<file path="src/rtl/noc_async_fifo_wr_pkg.sv">
// noc_async_fifo_wr_pkg: sizes and Gray helpers shared by both
// endpoints of the NoC async FIFO.
package noc_async_fifo_wr_pkg;

  localparam int NOC_ASYNC_FIFO_PACKET_SIZE = 16;
  localparam int NOC_ASYNC_FIFO_AWIDTH      = 3;

  localparam int PS    = NOC_ASYNC_FIFO_PACKET_SIZE;
  localparam int AW    = NOC_ASYNC_FIFO_AWIDTH;
  localparam int PW    = AW + 1;
  localparam int DEPTH = 1 << AW;

  // Gray pattern of a pointer sitting exactly one lap ahead
  localparam logic [PW-1:0] FULL_MASK =
    {2'b11, {(PW-2){1'b0}}};

  function automatic logic [PW-1:0] bin2gray(
    input logic [PW-1:0] b
  );
    return b ^ (b >> 1);
  endfunction

  function automatic logic [PW-1:0] gray2bin(
    input logic [PW-1:0] g
  );
    logic [PW-1:0] b;
    b[PW-1] = g[PW-1];
    for (int i = PW - 2; i >= 0; i--) begin
      b[i] = b[i+1] ^ g[i];
    end
    return b;
  endfunction

  // Low AW bits of gray2bin(g): bit i is the XOR of g[PW-1:i]
  function automatic logic [AW-1:0] gray2idx(
    input logic [PW-1:0] g
  );
    logic [AW-1:0] r;
    for (int i = 0; i < AW; i++) begin
      r[i] = ^(g >> i);
    end
    return r;
  endfunction

endpackage

</file>
<file path="src/rtl/noc_gray_sync.sv">
// noc_gray_sync: multi-flop synchroniser for a Gray-coded
// pointer arriving from another clock domain.
module noc_gray_sync #(
  parameter int W      = 4,
  parameter int STAGES = 2
) (
  input  logic         clk_i,
  input  logic         reset_i,
  input  logic [W-1:0] d_i,
  output logic [W-1:0] q_o
);

  logic [W-1:0] stg [STAGES];

  // Shift the foreign pointer through STAGES flops
  always_ff @(posedge clk_i) begin
    if (reset_i) begin
      for (int i = 0; i < STAGES; i++) begin
        stg[i] <= '0;
      end
    end else begin
      stg[0] <= d_i;
      for (int i = 1; i < STAGES; i++) begin
        stg[i] <= stg[i-1];
      end
    end
  end

  assign q_o = stg[STAGES-1];

endmodule

</file>
<file path="src/rtl/noc_async_fifo_wr.sv">
// noc_async_fifo_wr: write-side endpoint of the NoC async FIFO.
// Optional counters: define NOC_AFIFO_WR_STATS_EN.
module noc_async_fifo_wr
  import noc_async_fifo_wr_pkg::*;
#(
  parameter int SYNC_STAGES = 2
) (
  input  logic          clk_i,
  input  logic          reset_i,
  input  logic [PS-1:0] pkt_data_i,
  input  logic          pkt_valid_i,
  output logic          pkt_ready_o,
  output logic [PS-1:0] noc_fifo_out_data_o,
  output logic [PW-1:0] noc_fifo_out_waddr_o,
  input  logic [PW-1:0] noc_fifo_out_raddr_i,
  output logic [PW-1:0] level_o
`ifdef NOC_AFIFO_WR_STATS_EN
  ,
  output logic [31:0]   stat_pkts_o,
  output logic [31:0]   stat_stall_o
`endif
);

  logic [PW-1:0] wbin;
  logic [PW-1:0] wbin_nxt;
  logic [PW-1:0] rsync;
  logic [PS-1:0] mem [DEPTH];
  logic          full;
  logic          push;

  noc_gray_sync #(
    .W      (PW),
    .STAGES (SYNC_STAGES)
  ) u_rsync (
    .clk_i   (clk_i),
    .reset_i (reset_i),
    .d_i     (noc_fifo_out_raddr_i),
    .q_o     (rsync)
  );

  assign full = noc_fifo_out_waddr_o == (rsync ^ FULL_MASK);
  assign pkt_ready_o = !full;
  assign push = pkt_valid_i && !full;
  assign wbin_nxt = wbin + PW'(1);

  // Advance the binary and published Gray write pointers
  always_ff @(posedge clk_i) begin
    if (reset_i) begin
      wbin                 <= '0;
      noc_fifo_out_waddr_o <= '0;
    end else if (push) begin
      wbin                 <= wbin_nxt;
      noc_fifo_out_waddr_o <= bin2gray(wbin_nxt);
    end
  end

  // Storage array, deliberately left unreset
  always_ff @(posedge clk_i) begin
    if (push && !reset_i) begin
      mem[wbin[AW-1:0]] <= pkt_data_i;
    end
  end

  assign noc_fifo_out_data_o =
    mem[gray2idx(noc_fifo_out_raddr_i)];

  assign level_o = wbin - gray2bin(rsync);

`ifdef NOC_AFIFO_WR_STATS_EN
  // Saturating accepted-packet and stall-cycle counters
  always_ff @(posedge clk_i) begin
    if (reset_i) begin
      stat_pkts_o  <= '0;
      stat_stall_o <= '0;
    end else begin
      if (push && stat_pkts_o != '1) begin
        stat_pkts_o <= stat_pkts_o + 32'd1;
      end
      if (pkt_valid_i && full && stat_stall_o != '1) begin
        stat_stall_o <= stat_stall_o + 32'd1;
      end
    end
  end
`endif

endmodule

</file>
<file path="config.mk">
export PLATFORM = sky130hd
export DESIGN_NAME = noc_async_fifo_wr
export DESIGN_NICKNAME = d
export VERILOG_FILES = /design/src/rtl/noc_async_fifo_wr_pkg.sv /design/src/rtl/noc_gray_sync.sv /design/src/rtl/noc_async_fifo_wr.sv
export SDC_FILE = /design/constraint.sdc
export NUM_CORES = 1
export LEC_CHECK = 0
export BUFFER_PORTS_ARGS = -buffer_cell sky130_fd_sc_hd__buf_2
export CAP_MARGIN = 30
export CORE_UTILIZATION = 63
export CTS_CLUSTER_DIAMETER = 200
export DETAILED_ROUTE_END_ITERATION = 8
export GPL_ROUTABILITY_DRIVEN = 0
export PLACE_DENSITY_LB_ADDON = 0.2
export SLEW_MARGIN = 20
export SYNTH_ARGS = -nofsm -noshare
export SYNTH_HDL_FRONTEND = slang
export SYNTH_HIERARCHICAL = 1
export SYNTH_SLANG_ARGS = --single-unit
</file>
<file path="constraint.sdc">
create_clock -name clk_i -period 4.7 [get_ports clk_i]
set_input_delay 0.235 -clock clk_i [delete_from_list [all_inputs] [get_ports clk_i]]
set_output_delay 0.235 -clock clk_i [all_outputs]
set_load 0.02 [all_outputs]
</file>
After elaboration in Yosys (flattened, before gate mapping)
Memories as Yosys holds them, arrays and structs flattened.
Index checks and enable logic that the tools add are counted.
{ "totals": {"mem_bits_ro": 0, "n_memories": 2, "ram_bits": 136, "output_inout_bits": 25, "reg_bits": 8, "latchBits": 0} }
{ "op_classes": {"n_lt_le_gt_ge": 0, "eq_ne": 1, "multipliers": 0, "mux": 7, "n_div": 0, "n_bitwise": 7, "n_shift": 0, "n_reduce_logical": 7, "add_sub_neg": 2} }
{ "mem_list": {"columns": ["name", "words", "width", "rd", "rd_clocked_by_memory_dff", "wr", "line_no", "text"], "rows": [
  ["mem", 8, 16, 1, 0, 1, "noc_async_fifo_wr.sv:27", "logic [PS-1:0] mem [DEPTH];"],
  ["u_rsync.stg", 2, 4, 2, 0, 2, "noc_gray_sync.sv:13", "logic [W-1:0] stg [STAGES];"]
]} }
{ "ops": {"columns": ["op", "n"], "rows": [
  ["4-bit parity", 3],
  ["4-bit two-way mux", 2],
  ["1-bit two-way mux", 5],
  ["4-bit by 1-bit adder with 4-bit output (second input constant)", 1],
  ["4-bit == test", 1],
  ["4-bit subtractor", 1],
  ["4-bit by 3-bit XOR with 4-bit output", 1],
  ["1-bit XOR", 3],
  ["1-bit logical AND", 2],
  ["1-bit logical NOT", 2],
  ["2-bit inverter", 1],
  ["1-bit bitwise OR", 2]
]} }

Logic depth before layout (Yosys ltp)
{ "depth": {"depth_word": 7, "mapped_depth": 9, "ltp_nobuf": 8} }

Hierarchy
Netlist, hierarchy kept.
{ "modules_own_cells": {"columns": ["module", "cells_per_inst", "area_per_inst_um2", "instances"], "rows": [
  ["noc_async_fifo_wr", 261, 5405.2, 1],
  ["noc_gray_sync", 20, 240.2, 1]
]} }

Worst setup path before layout
Ideal clock, no wire load.
{ "synth_path": {"path_type": "flip-flop to flip-flop", "start": "memory u_rsync.stg[1][3] (netlist: u_rsync/stg[0][7])", "end": "memory mem[3][0] in the netlist's numbering (enable)", "setup_ns": 0.409, "arrival_ns": 2.407, "path_slack_ns": 1.884, "t_required_ns": 4.291, "path_buffers": 1, "stages_incl_launch_ff": 6, "cell_sequence": "dfxtp_1 buf_4 xnor2_1 nor4_1 or3_1 nor3_1"} }
{ "synth_rtl": {"columns": ["element", "line_no"], "rows": [
  ["start, declared", "noc_gray_sync.sv:13"],
  ["end, declared", "noc_async_fifo_wr.sv:27"]
]} }

Worst setup path after layout
{ "layout_path": {"start": "register noc_fifo_out_waddr_o[3]", "end": "memory mem[2][1] in the netlist's numbering (enable)"} }
{ "layout_via": {"elab_chain_cells": 6} }
{ "layout_rtl": {"columns": ["element", "line_no", "text"], "rows": [
  ["start, declared", "noc_async_fifo_wr.sv:14", "output logic [PW-1:0] noc_fifo_out_waddr_o,"],
  ["start signal, assigned", "noc_async_fifo_wr.sv:53", "noc_fifo_out_waddr_o <= bin2gray(wbin_nxt);"],
  ["4-bit == test", "noc_async_fifo_wr.sv:41", "assign full = noc_fifo_out_waddr_o == (rsync ^ FULL_MASK);"],
  ["1-bit logical NOT", "noc_async_fifo_wr.sv:43", "assign push = pkt_valid_i && !full;"],
  ["1-bit logical AND", "noc_async_fifo_wr.sv:43", null],
  ["1-bit logical AND", "noc_async_fifo_wr.sv:59", "if (push && !reset_i) begin"],
  ["1-bit two-way mux", "noc_async_fifo_wr.sv:59", null],
  ["1-bit two-way mux (not written as such)", "noc_async_fifo_wr.sv:60", "mem[wbin[AW-1:0]] <= pkt_data_i;"]
]} }
Every way passes these cells.

==> results.txt <==
Run status = complete, no violations
Hold depth = 1
Tot GR Track Use = 0.249
Core area = 8680 um2
Worst-case reg-to-reg path depth = 5
Area of the multi-input gates = 1410 um2
Synth Area in XOR/XNOR = 0.0248
Clock sinks = 143
Largest net degree at the start of global routing = 32
Die Y-Extent = 96.7 um
Predominant post-synthesis flop cell = edfxtp_1
Final setup violating endpoints = 0
R2R Path Start = noc_fifo_out_waddr_o[3]
Clk buf depth = 2
CP Launch Type = flop
FFs w/ async S/R, synth = 0
First-pass DRT Iterations = 4
Sequential share of the synthesized area = 0.734
Mapped Cells = 281
DP Wirelength = 5890 um
Hold Path Class = in -> reg
WHS Endpoint = mem[6][13]
ANT nets after route = 0
Skew-Pair Late Insertion Delay = 510 ps
Drt total wl = 10900 um
Drt wl/cell = 22.8 um
Max Cap Violations = 0
Area grow syn2layout = 19.9%
Antenna violations before repair = 0
CTS tree = done
Crit. End Element = flop
PortBufs = 47
Max VDD drop = 0.337 mV
Final Skew = 7.70 ps
CTS Buf Count = 17
Critical path class = reg -> reg
Ys Warns = 6
Fin crit share = 0.573
Syn Area/Cell = 20.1 um2
EDFF count, synth = 128
Final hold vios = 0
Final Max Slew Viols = 0
Post-Synth Adder-Cell Area = 0.0124
Reg area = 4140 um2
Startpoint of the worst hold path = pkt_data_i[13]
Synth Area in Simple Gates = 0.0286
Synth Area in Compound Gates = 0.0102
Measured slew at the worst slew-check pin = 858 ps
Die area = 9340 um2
Arr. time, crit path = 2900 ps
PwrDens = 433 nW/um2
Fin nets = 384
Number of global-route vias before repair = 2966
Leak pwr = 0.00234 uW
Worst R2R Setup Slack = 2010 ps
FP Rows = 34
Max-slew headroom = 0.425
Layout cell share with drive strength beyond 1 = 0.382
WP data required = 4900 ps
Reg2reg end = mem[2][1]
Yosys reg bits = 143
Initial core utilization = 0.651
I/O pin count = 48
Clock root buffer = clkbuf_8
Post-Syn Area = 5650 um2
# diodes = 0
Chip width = 96.7 um
Syn Nets = 309
First-pass GRT wire length = 16600 um
# fillers = 466
Max Clock Freq = 0.371 GHz
Grt ovf = 0
Netlist cell types = 26
RSZ-0062 raised after global routing = no
Routed vias/inst = 5.83
DRC Markers = 0
Final min period = 2690 ps
Largest family of logic cells by synthesized area = multiplexers
H-tree levels = 4
Vias = 2781
Worst-path clk slew = 60 ps
Post-synthesis mux area share = 0.169
Drt initial violations = 208
Final Power = 2930 uW
Setup TNS Final = 0 ps
Max FO, Critical Path = 9
## worst max-delay path: stages (launching register included)
cell and delay (ps):
dfxtp_1 360, xnor2_1 390, nor4_1 190, or3_1 430, nor2_1 680, buf_4 330
## layer usage
metal / GRT usage / wire (um) / up-vias
met5: 0 / 0 / -
met4: 0.0907 / 131 / 0
met3: 0.0788 / 569 / 12
met2: 0.402 / 5730 / 84
met1: 0.323 / 4440 / 1431
li1: - / - / 1254
## cell type report
class / instances / share of cell area
inverters: 9 / 0.00499
repair buffers: 73 / 0.0721
clock inverters: 15 / 0.0216
clock buffers: 17 / 0.0612
multi-input cells: 112 / 0.208
flip-flops and latches: 143 / 0.612
well taps: 108 / 0.0200
## through the flow
step                      utilization  cell area, um2  cells  setup slack (ps)  hold WS, ps
after global routing            0.780            6770    477              1800         4.51
after CTS                       0.776            6730    475              1960         1.44
after global placement          0.695            6030    429              2110          427
final                           0.780            6770    477              2010         22.1
after detailed placement        0.695            6030    429              2050          436
after floorplan                     -            5650    281              1880          307
## power breakdown
group	total [uW]	switching [uW]	internal, uW
Combinational	264	147	116
Sequential	1420	12.3	1410
Clock	1250	496	749
Total	2930	655	2270
## registers in the layout, indices dropped and copies added, names as in the netlist
register              flops
u_rsync/stg               8
mem                     128
wbin                      3
noc_fifo_out_waddr_o      4
## timing repair
action	4_1_cts	5_1_grt
resized for setup	0	0
hold endpoints to repair	89	6
hold buffers	14	1
setup buffers	0	0
## worst max path at each step
stage / endpoint / slack [ps] / from
floorplan: mem[3][0] / 1880 / u_rsync/stg[0][7]
global placement: mem[6][3] / 2110 / noc_fifo_out_waddr_o[3]
detailed placement: mem[2][3] / 2050 / noc_fifo_out_waddr_o[3]
CTS: level_o[3] / 1960 / u_rsync/stg[0][7]
global route: level_o[3] / 1800 / u_rsync/stg[0][7]
finish: mem[2][1] / 2010 / noc_fifo_out_waddr_o[3]
## synth_stat cells, types with 2 or more instances
cell / number / area, um2
xor2_1: 4 / 35.0
nand2_1: 2 / 7.51
edfxtp_1: 128 / 3840
buf_4: 5 / 37.5
buf_2: 3 / 15.0
inv_1: 9 / 33.8
mux4_2: 32 / 721
ha_1: 4 / 50.1
nand3_1: 2 / 10.0
nor3_1: 5 / 25.0
mux2_2: 17 / 191
xnor2_1: 12 / 105
nor2b_1: 9 / 56.3
or3_1: 3 / 18.8
clkbuf_1: 8 / 30.0
a21oi_1: 2 / 10.0
mux2i_1: 4 / 40.0
nor2_1: 10 / 37.5
dfxtp_1: 15 / 300
## cells by family (layout without fill, tap and decap cells)
kind of cell    Yosys count  after routing
compound gates            6              6
xor+xnor                 16             16
flops                   143            143
mux                      53             53
fa+ha+maj                 5              5
buf+inv                  26            114
simple gates             32             32
## cell usage in the layout (no fill, tap or decap), types with 9 or more instances in the layout
cell type,n
buf_2,47
buf_4,10
clkbuf_16,16
dfxtp_1,15
dlygate4sd3_1,15
edfxtp_1,128
inv_1,9
mux2_2,17
mux4_2,32
nor2_1,10
nor2b_1,9
xnor2_1,12
Power figures use the tool's default switching activity.
